File: config.mk
export PLATFORM = sky130hd
export DESIGN_NAME = decode_exec_queue
export DESIGN_NICKNAME = d
export VERILOG_FILES = /design/src/rtl/cpu_types.sv /design/src/rtl/decode_exec_fifo_mem.sv /design/src/rtl/decode_exec_queue.sv
export SDC_FILE = /design/constraint.sdc
export NUM_CORES = 1
export LEC_CHECK = 0
export ABC_CLOCK_PERIOD_IN_PS = 4300
export CAP_MARGIN = 25
export CORE_MARGIN = 2
export CORE_UTILIZATION = 49
export CTS_CLUSTER_DIAMETER = 100
export DETAILED_ROUTE_END_ITERATION = 10
export GPL_ROUTABILITY_DRIVEN = 0
export HOLD_SLACK_MARGIN = 0.05
export PLACE_DENSITY = 0.73
export SETUP_SLACK_MARGIN = 0.3
export SLEW_MARGIN = 10
export SYNTH_ARGS = -nofsm -noshare
export SYNTH_HDL_FRONTEND = slang
export SYNTH_SLANG_ARGS = --single-unit
File: constraint.sdc
create_clock -name clk -period 4.3 [get_ports clk]
set_clock_uncertainty 0.1 [all_clocks]
set_input_delay 0.43 -clock clk [delete_from_list [all_inputs] [get_ports clk]]
set_output_delay 0.43 -clock clk [all_outputs]
set_load 0.02 [all_outputs]
File: src/rtl/cpu_types.sv
// Shared decode/execute types: packet layout, opcode set and operand-masking helpers.
package cpu_types;

    localparam int unsigned MAX_VECTOR_OPERANDS = 3;
    localparam int unsigned OPERAND_IDX_W       = $clog2(MAX_VECTOR_OPERANDS);
    localparam int unsigned VECTOR_VALUE_W      = 32;

    typedef logic [3:0]                    execution_mask_t;
    typedef logic [31:0]                   memory_address_t;
    typedef logic [VECTOR_VALUE_W-1:0]     VectorValue;
    typedef VectorValue [MAX_VECTOR_OPERANDS-1:0] DecodeStageValue;

    typedef enum logic [3:0] {
        EXEC_NOP    = 4'd0,
        EXEC_ADD    = 4'd1,
        EXEC_SUB    = 4'd2,
        EXEC_MUL    = 4'd3,
        EXEC_AND    = 4'd4,
        EXEC_OR     = 4'd5,
        EXEC_XOR    = 4'd6,
        EXEC_LOAD   = 4'd7,
        EXEC_STORE  = 4'd8,
        EXEC_BRANCH = 4'd9
    } ExecuteStageOpcode;

    typedef struct packed {
        execution_mask_t   exec_mask;
        memory_address_t   pc;
        ExecuteStageOpcode opcode;
        DecodeStageValue   value;
    } DecodeExecPacket;

    function automatic logic operand_count_bad(input logic [1:0] num, input int unsigned max_ops);
        return (num == 2'd0) || ({30'd0, num} > max_ops);
    endfunction

    // Slots at or beyond the operand count are zeroed; a bad count zeroes every slot.
    function automatic DecodeStageValue mask_operands(input DecodeStageValue v,
                                                      input logic [1:0]      num,
                                                      input logic            bad);
        DecodeStageValue m;
        m = v;
        for (int unsigned i = 0; i < MAX_VECTOR_OPERANDS; i++) begin
            if (bad || (i >= {30'd0, num})) begin
                m[i[OPERAND_IDX_W-1:0]] = '0;
            end
        end
        return m;
    endfunction

endpackage

File: src/rtl/decode_exec_fifo_mem.sv
// Packet storage for the decode/execute queue: synchronous write, asynchronous read, no reset.
module decode_exec_fifo_mem
    import cpu_types::*;
#(
    parameter int unsigned DEPTH = 4
) (
    input  logic                     clk,
    input  logic                     we,
    input  logic [$clog2(DEPTH)-1:0] waddr,
    input  DecodeExecPacket          wdata,
    input  logic [$clog2(DEPTH)-1:0] raddr,
    output DecodeExecPacket          rdata
);

    DecodeExecPacket mem [DEPTH];

    always_ff @(posedge clk) begin
        if (we) begin
            mem[waddr] <= wdata;
        end
    end

    assign rdata = mem[raddr];

endmodule

File: src/rtl/decode_exec_queue.sv
// DEPTH-entry decode-to-execute packet FIFO with operand masking, occupancy flags and flush.
module decode_exec_queue
    import cpu_types::*;
#(
    parameter int unsigned DEPTH        = 4,
    parameter int unsigned AFULL_THRESH = DEPTH - 1,
    parameter int unsigned MAX_OPERANDS = MAX_VECTOR_OPERANDS
) (
    input  logic                       clk,
    input  logic                       reset,
    input  logic                       send_valid,
    output logic                       send_ready,
    input  logic [1:0]                 send_num_operands,
    input  DecodeExecPacket            send_packet,
    output logic                       recv_valid,
    input  logic                       recv_ready,
    output DecodeExecPacket            recv_packet,
    input  logic                       flush,
    output logic [$clog2(DEPTH+1)-1:0] count,
    output logic                       almost_full,
    output logic                       bad_operands
);

    localparam int unsigned   AW      = $clog2(DEPTH);
    localparam int unsigned   CW      = $clog2(DEPTH + 1);
    localparam logic [CW-1:0] DEPTH_C = CW'(DEPTH);
    localparam logic [CW-1:0] AFULL_C = CW'(AFULL_THRESH);

    logic [AW-1:0]   rd_ptr;
    logic [AW-1:0]   wr_ptr;
    logic            push;
    logic            pop;
    logic            num_bad;
    DecodeExecPacket wr_packet;

    // Flags derive from the count register so an async reset shows on them immediately.
    assign send_ready  = (count != DEPTH_C);
    assign recv_valid  = (count != '0);
    assign almost_full = (count >= AFULL_C);

    assign push    = send_valid && send_ready && !flush;
    assign pop     = recv_valid && recv_ready && !flush;
    assign num_bad = operand_count_bad(send_num_operands, MAX_OPERANDS);

    always_comb begin
        wr_packet       = send_packet;
        wr_packet.value = mask_operands(send_packet.value, send_num_operands, num_bad);
    end

    always_ff @(posedge clk or posedge reset) begin
        if (reset) begin
            rd_ptr       <= '0;
            wr_ptr       <= '0;
            count        <= '0;
            bad_operands <= 1'b0;
        end else begin
            // The error flag samples the handshake itself, so a flush-cycle send still sets it.
            if (send_valid && send_ready && num_bad) begin
                bad_operands <= 1'b1;
            end
            if (flush) begin
                rd_ptr <= '0;
                wr_ptr <= '0;
                count  <= '0;
            end else begin
                if (push) begin
                    wr_ptr <= wr_ptr + AW'(1);
                end
                if (pop) begin
                    rd_ptr <= rd_ptr + AW'(1);
                end
                unique case ({push, pop})
                    2'b10:   count <= count + CW'(1);
                    2'b01:   count <= count - CW'(1);
                    default: count <= count;
                endcase
            end
        end
    end

    decode_exec_fifo_mem #(
        .DEPTH (DEPTH)
    ) u_mem (
        .clk   (clk),
        .we    (push),
        .waddr (wr_ptr),
        .wdata (wr_packet),
        .raddr (rd_ptr),
        .rdata (recv_packet)
    );

    a_no_push_full: assert property (@(posedge clk) disable iff (reset)
        push |-> (count != DEPTH_C));

    a_no_pop_empty: assert property (@(posedge clk) disable iff (reset)
        pop |-> (count != '0));

    a_producer_hold: assert property (@(posedge clk) disable iff (reset)
        (send_valid && !send_ready && !flush) |=> $stable(send_packet));

    a_consumer_stable: assert property (@(posedge clk) disable iff (reset)
        (recv_valid && !recv_ready && !flush) |=> $stable(recv_packet));

endmodule

# After elaboration in Yosys (flattened, before gate mapping)
# Memory sizes are Yosys's and may differ from the RTL's.
# Index checks and enable logic that the tools add are counted.
# word_totals
mem_bits_rw,544
regBits,8
memories,1
output_inout_bits,143
wordCells,41
input_bits,143
# mem_list
name,depth,word_bits,read_ports,rd_ports_with_merged_regs,write_ports,line_no,source
u_mem.mem,4,136,1,0,1,decode_exec_fifo_mem.sv:15,DecodeExecPacket mem [DEPTH];
# classes
n_reduce_logical,14
order_cmp,4
n_addsub,4
muxes,11
eq_ne,3
# ops
cell,n
2-to-1 mux 32 bit,3
2-to-1 mux 2 bit,4
case mux 3 bit (2 select lines),1
nonzero test 3 bit,2
logical AND 1 bit,5
"adder 2 x 1 -> 2 bit, second input constant",2
">= comparator 1 x 2 -> 1 bit, first input constant",2
nonzero test 2 bit,2
"adder 3 x 1 -> 3 bit, second input constant",1
">= comparator 3 x 2 -> 1 bit, second input constant",1
logical OR 1 bit,3
2-to-1 mux 3 bit,1
"inequality test 3 bit, second input constant",1
"subtractor 3 x 1 -> 3 bit, second input constant",1
"== test 2 x 1 -> 1 bit, second input constant",1
"== test 2 bit, second input constant",1
">= comparator 2 bit, first input constant",1
logical NOT 2 bit,1
2-to-1 mux 1 bit,2
logical NOT 1 bit,1

# Depth between registers and ports, before layout
# Gate-level depths: netlist of run 1.
# depth
word_depth,6
mapped_depth,7
mapped_depth_nobuf,6

# Modules after synthesis
# Synthesis of run 1 repeated with hierarchy kept, for this count alone.
# hier_totals
cells_unflattened,880
area_unflattened_um2,20782.4
# modules_own_cells
mod,cells_per_inst,seq_area_each_um2,area_per_inst_um2,instances
decode_exec_fifo_mem,714,16335.7,19613.8,1
decode_exec_queue,166,200.2,1168.6,1

# Worst setup path after synthesis of run 1
# No wires, ideal clock.
# synth_timing
path_type,reg-to-reg
from,register count[0]
to,memory u_mem.mem[0][0] (netlist bit) (enable)
path_buffers,1
arrival_time_ns,4.197
setup_slack_ns,-0.509
t_required_ns,3.689
stages_incl_launch_ff,5
cell_sequence,dfrtp_1 -> buf_2 -> nor3b_1 -> nor3_1 -> and2_1
# synth_between
elab_chain_cells,5
# synth_rtl
element,line_no,source
"start, declared",decode_exec_queue.sv:19,"output logic [$clog2(DEPTH+1)-1:0] count,"
"start signal, assigned",decode_exec_queue.sv:73,2'b10: count <= count + CW'(1);
"start signal, assigned",decode_exec_queue.sv:74,2'b01: count <= count - CW'(1);
"start signal, assigned",decode_exec_queue.sv:75,default: count <= count;
inequality test 3 bit,decode_exec_queue.sv:37,assign send_ready = (count != DEPTH_C);
logical AND 1 bit (2 in a row),decode_exec_queue.sv:41,assign push = send_valid && send_ready && !flush;
2-to-1 mux 1 bit,decode_exec_fifo_mem.sv:18,if (we) begin
2-to-1 mux 1 bit (implied by the code),decode_exec_fifo_mem.sv:19,mem[waddr] <= wdata;
"end, declared",decode_exec_fifo_mem.sv:15,
# Every way passes these cells.

==> metrics.md, run 1 <==
| Metric | Value |
|---|---|
| Num ports | `around 290` |
| Core area | `around 42000 um^2` |
| Avg Synthesized Cell Area | `between 20 and 25 um^2` |
| Setup crit start kind | `flop` |
| Fin crit share | `between 70% and 80%` |
| Unrepaired setup endpoints after global routing | `false` |
| CTS tree | `built` |
| Worst setup EP type | `primary output` |
| CTS Buf Count | `55` |
| Die W | `around 210 um` |
| Overall Global Routing Usage | `a little under a fifth` |
| Final core utilization | `about 62%` |
| Critical Path RT | `about 3.8 ns` |
| Worst skew pair latency | `0.58 ns` |
| Largest net degree at the start of global routing | `between 100 and 150` |
| Most common cell after layout, fill and taps aside | `edfxtp_1` |
| Min-Delay Path Class | `flop to flop` |
| Vias in the first global route | `10240` |
| Most frequent cells in the layout | `edfxtp_1 (544), clkdlybuf4s50_1 (284), mux4_2 (136)` |
| Post-route ant nets | `0` |
| P_leak | `~8.4 nW` |
| Library cells used by synthesis | `roughly 40` |
| Cell Area, Synth | `21010 um^2` |
| Pwr Total | `between 0.01 and 0.015 W` |
| Register bit total from synthesis | `about 550` |
| Outcome | `finished clean` |
| Worst slew pin tran | `approximately 0.84 ns` |
| Crit-path slowest cell | `dfrtp_4` |
| Drt wl/cell | `about 23 um` |
| First-pass GRT wire length | `61.42 mm` |
| Maximum clock path buffer count | `3` |
| Final setup TNS | `0 ns` |
| Initial core utilization | `about half` |
| Clk root buf | `clkbuf_16` |
| Max FO, Critical Path | `50` |
| Reg2reg setup slack | `1.88 ns` |
| Number of port buffers | `between 200 and 300` |
| Syn Inst Count | `891` |
| Maximum vdd ir drop | `around 0.29 mV` |
| Syn Nets | `1039` |
| Power Dens Cells | `469.8 nW/um^2` |
| Seq/Total Area, Yosys | `78.71%` |
| Final Setup Violations | `0` |
| Crit Path Category | `flop to primary output` |
| Die area | `44540 um^2` |
| Via Count | `about 10000` |
| Maxcap violations | `0` |
| Vias per inst | `5.513` |
| Final Max Tran Viols | `0` |
| Max-slew headroom | `between 40% and 50%` |
| Non-Filler Instances | `~1800` |
| Crit-path cells | `buf_12 > mux4_2 > clkdlybuf4s50_1` |
| Share of cells above drive strength 1 | `19.49%` |
| Yosys synthesis warning count | `0` |
| Final #Nets | `between 1000 and 1500` |
| Post-CTS sizing | `0` |
| Tmin final | `roughly 3.4 ns` |
| WP data arrival | `2.87 ns` |
| Area growth, synth to finish | `24.67%` |
| Level count of the clock H-tree | `2` |
| Cell Rows | `75` |
| Fin. Hold Viols | `0` |
| Setup Buffers After CTS | `0` |
| Placed cells | `around 1700` |
| Clock Sinks | `~550` |
| Achievable frequency | `about 290 MHz` |
| Global route overflow | `0` |
| Pre-antenna DRT Iters | `5` |
| Worst path max stage delay | `approximately 0.97 ns` |
| Post-detail-place hpwl | `between 20 and 25 mm` |
| Total routed wirelength | `40.82 mm` |
| Worst-path clk slew | `around 0.06 ns` |
| Drt initial violations | `737` |
| Antenna violations before repair | `4` |
| Remaining DRCs | `0` |
| Die H | `211.1 um` |
[report_power, final]
group | switching [W] | total [W] | internal [W]
clock | 0.00188 | 0.00459 | 0.00271
sequential | 0.0000619 | 0.00614 | 0.00607
combinational | 0.000768 | 0.00158 | 0.000815
total | 0.00271 | 0.0123 | 0.00960
[final timing paths]
| path | start | endpoint | cells past startpoint |
|---|---|---|---|
| max | rd_ptr[1] | recv_packet[74] | 3 |
| min | bad_operands | bad_operands | 1 |
| max reg2reg | count[2] | u_mem.mem[2][68] | 4 |
| min reg2reg | bad_operands | bad_operands | 1 |
| max in group asynchronous | reset | rd_ptr[0] | 3 |
| min in group asynchronous | reset | count[0] | 3 |
[cell families (layout without fill, tap and decap cells)]
kind of cell / Yosys count / count (layout) / share of synthesized area [%]
AO/OA/AOI/OAI: 18 / 18 / 0.5897
XOR/XNOR: 3 / 3 / 0.1251
adder cells (fa/ha/maj): 5 / 5 / 0.3335
buffers and inverters: 55 / 411 / 2.126
flip-flops: 552 / 552 / 78.71
multiplexers: 136 / 136 / 14.58
other: 0 / 3 / 0
AND/OR/NAND/NOR: 122 / 122 / 3.532
[Yosys cell counts (all sizes together)]
library cell,instances,area (um^2)
edfxtp,544,16340
mux4,136,3063
and2,36,225.2
buf,34,367.8
nor2b,33,206.5
and3,32,200.2
clkbuf,16,60.06
dfrtp,8,200.2
nor2,7,26.28
inv,5,18.77
ha,4,50.05
nand3,4,20.02
o21ai,4,20.02
a21oi,2,10.01
a31oi,2,12.51
nand2b,2,12.51
nor3,2,10.01
xor2,2,17.52
a2111oi,1,8.760
a211oi,1,7.510
a21o,1,7.510
a31o,1,8.760
fa,1,20.02
nand2,1,3.750
nand3b,1,7.510
nor3b,1,7.510
o21a,1,7.510
o21bai,1,7.510
o221ai,1,8.760
o311ai,1,8.760
o31ai,1,7.510
o41ai,1,8.760
or3,1,6.260
or3b,1,8.760
or4,1,7.510
xnor2,1,8.760
[stage by stage]
| step | setup slack, ns | hold WS (ns) | cell area, um^2 |
|---|---|---|---|
| finish | 0.9015 | 0.3715 | 26190 |
| CTS | 0.8264 | 0.3407 | 26160 |
| global route | 0.7717 | 0.3764 | 26190 |
| detailed placement | 1.334 | 0.3632 | 24390 |
| floorplan | 1.002 | 0.1457 | 21010 |
| global placement | 1.322 | 0.3676 | 24390 |
[state kept, by name (all words and copies together), names as in the netlist]
| name | flops |
|---|---|
| u_mem.mem | 544 |
| bad_operands | 1 |
| count | 3 |
| rd_ptr | 2 |
| wr_ptr | 2 |
[worst max-delay path: cells and delay by family (launching register included)]
family	cells	cell delay, ns
buf+inv	2	0.90
flops	1	0.97
mux	1	0.37
[timing repair]
item,CTS,global route
endpoints found under the setup margin,0,0
hold endpoints to repair,8,0
hold buffers,1,0
[layout make-up]
| cell class | instances | area, um^2 |
|---|---|---|
| tap | 539 | 674.4 |
| multi-input combinational | 284 | 4043 |
| fill | 2903 | 15940 |
| clock inverter | 33 | 286.5 |
| timing repair buffer | 306 | 3153 |
| clock buffer | 67 | 1464 |
| antenna | 3 | 7.507 |
| inverter | 5 | 18.77 |
| sequential | 552 | 16540 |
[layer usage]
| metal | GRT usage (%) | share of wire (%) |
|---|---|---|
| met3 | 4.728 | 7.5 |
| met1 | 25.56 | 41 |
| met4 | 5.634 | 2.2 |
| met2 | 29.32 | 49 |
| met5 | 0 | 0.032 |
No activity file was read; power rests on OpenSTA's default activity.
==> run 2: changes to the inputs <==
Settings changed: ABC_CLOCK_PERIOD_IN_PS 4300 to 3100.
Clock period 4.3 ns to 3.1 ns, I/O delays scaled along.
==> run 2 against run 1 <==
  * Core utilization is 0.65 points higher
  * Count of clock-buffer cells in the layout up 8
  * Global-route usage grew 1.0 points
  * Clock power rose by 37%
  * Sequential power increased by 38%
  * Wire length up 7.5%
  * Cell area increased by 1.0%
  * Worst setup slack got worse by 0.56 ns
  * Sequential share of layout area decreased by 0.65 points
  * Critical path depth increased by 1
  * Hold slack worse by 0.11 ns
==> metrics.md, run 2 (synthesis results as in run 1) <==
| Metric | Value |
|---|---|
| Level count of the clock H-tree | `2` |
| Worst slew pin tran | `0.4726 ns` |
| Worst setup EP type | `primary output` |
| Core area | `about 42000 um^2` |
| Min-Delay Path Class | `primary input to flop` |
| Remaining DRCs | `0` |
| Post-route ant nets | `0` |
| Maxcap violations | `0` |
| P_leak | `approximately 8.8 nW` |
| Most frequent cells in the layout | `edfxtp_1 (544), clkdlybuf4s50_1 (148), mux4_2 (136)` |
| Final core utilization | `62.81%` |
| Worst path max stage delay | `about 0.53 ns` |
| Design Area, Final | `roughly 26000 um^2` |
| Pre-antenna DRT Iters | `5` |
| Worst skew pair latency | `roughly 0.58 ns` |
| Final #Nets | `1387` |
| Vias in the first global route | `10390` |
| Max reg flops | `between 500 and 600` |
| Crit-path cells | `buf_12 > bufbuf_16 > mux4_2 > clkdlybuf4s15_1` |
| Setup crit start kind | `flop` |
| Die area | `between 40000 and 50000 um^2` |
| Maximum clock path buffer count | `3` |
| Max-slew headroom | `68.49%` |
| Final Setup Violations | `0` |
| WP data arrival | `about 2.4 ns` |
| Num ports | `286` |
| Critical Path RT | `2.69 ns` |
| Reg2reg setup slack | `0.69 ns` |
| Largest reg by FF count | `u_mem.mem` |
| # fillers | `between 2000 and 3000` |
| Antenna violations before repair | `6` |
| Clock Sinks | `552` |
| CTS tree | `built` |
| Vias per inst | `5.573` |
| First-pass GRT wire length | `between 60 and 70 mm` |
| Share of cells above drive strength 1 | `a little over a quarter` |
| Final Max Tran Viols | `0` |
| Global route overflow | `0` |
| Worst-path clk slew | `around 0.06 ns` |
| Number of port buffers | `285` |
| Crit path max-delay family | `buffers and inverters` |
| Placed cells | `between 1500 and 2000` |
| Initial core utilization | `49.86%` |
| Buf/Inv on CP | `3` |
| CTS Buf Count | `54` |
| Max FO, Critical Path | `10` |
| Crit Path Category | `flop to primary output` |
| Tmin final | `around 2.8 ns` |
| Die H | `211.1 um` |
| Unrepaired setup endpoints after global routing | `true` |
| Total routed wirelength | `43.90 mm` |
| Most common cell after layout, fill and taps aside | `edfxtp_1` |
| Fin. Hold Viols | `0` |
| Largest regs | `u_mem.mem x544, count x3` |
| Largest net degree at the start of global routing | `between 70 and 80` |
| Via Count | `between 10000 and 15000` |
| Cell Rows | `75` |
| Fin crit share | `approximately nine tenths` |
| Achievable frequency | `approximately 360 MHz` |
| Area growth, synth to finish | `25.97%` |
| Overall Global Routing Usage | `between 10% and 20%` |
| Maximum vdd ir drop | `between 0.4 and 0.5 mV` |
| Outcome | `finished clean` |
| Area post-placement | `24610 um^2` |
| Die W | `211.1 um` |
| Clk root buf | `clkbuf_16` |
| Crit-path slowest cell | `mux4_2` |
| Drt wl/cell | `between 20 and 25 um` |
| Non-Filler Instances | `between 1500 and 2000` |
| Drt initial violations | `701` |
| Post-detail-place hpwl | `approximately 26 mm` |
| Power Dens Cells | `646.5 nW/um^2` |
## run 2: cell types whose count changed in the layout (fill, tap and decap cells not counted), moves of 3 or more
| cell | before | now |
|---|---|---|
| clkbuf_16 | 57 | 60 |
| bufbuf_16 | 0 | 3 |
| dlygate4sd2_1 | 0 | 53 |
| clkinv_2 | 11 | 7 |
| buf_2 | 1 | 30 |
| clkdlybuf4s15_2 | 0 | 22 |
| buf_12 | 10 | 16 |
| clkbuf_1 | 10 | 18 |
| buf_16 | 1 | 7 |
| clkdlybuf4s15_1 | 0 | 9 |
| buf_6 | 0 | 3 |
| clkbuf_2 | 0 | 21 |
| clkdlybuf4s50_1 | 284 | 148 |
| buf_4 | 9 | 25 |
## run 2: layout make-up
class                      count  area, um^2  area share [%]
antenna                        4       10.01         0.03782
clock buffer                  75        1494           5.645
clock inverter                24       207.7          0.7848
inverter                       5       18.77         0.07092
multi-input combinational    284        4048           15.29
sequential                   552       16540           62.51
tap                          539       674.4           2.548
timing repair buffer         342        3468           13.11
## run 2: metrics by stage
step	worst slack (ns)	total power (W)	hold slack (ns)	setup TNS [ns]
final	0.3427	0.01711	0.2604	0
after detailed placement	0.5010	0.01097	0.3581	0
after floorplan	-0.1984	0.009985	0.02566	-107.96
after CTS	0.1092	0.01727	0.2245	0
after global routing	0.2711	0.01767	0.2496	0
after global placement	0.4887	0.01094	0.3721	0
## run 2: worst paths after layout
check,startpoint,depth (start not counted),endpoint
max reg2reg,count[1],5,count[2]
min,send_packet[105],1,u_mem.mem[3][105]
min reg2reg,bad_operands,1,bad_operands
min in group asynchronous,reset,3,bad_operands
max,rd_ptr[0],4,recv_packet[106]
max in group asynchronous,reset,3,rd_ptr[0]
## run 2: what timing repair did
action                     in CTS  in global routing
hold buffers                    1                  0
cloned                          5                  3
hold endpoints to repair        8                  0
setup buffers                   7                  3
setup endpoints to repair     132                 73
resized for setup             279                 64
## run 2: routing by layer
metal | wire [um] | share of wire (%) | vias to the layer above | global-route usage [%]
li1 | - | - | 4434 | -
met3 | 3063 | 7.0 | 67 | 4.921
met4 | 913 | 2.1 | 8 | 5.342
met5 | 58 | 0.13 | - | 0
met2 | 22010 | 50 | 349 | 31.73
met1 | 17850 | 41 | 5313 | 26.58
## run 2: report_power, final
part / internal (W) / switching [W] / total (W) / leakage [nW]
logic: 0.00115 / 0.00117 / 0.00233 / 2.89
registers: 0.00842 / 0.0000638 / 0.00849 / 5.09
clock network: 0.00368 / 0.00262 / 0.00629 / 0.827
## run 2: worst reg2reg max path: cells and delay by family, from the launching register on
family,cells,cell delay (ns)
AOI/OAI and AO/OA,2,0.64
and+or+nand+nor,2,0.65
adders and majority gates,1,0.42
DFF,1,0.54
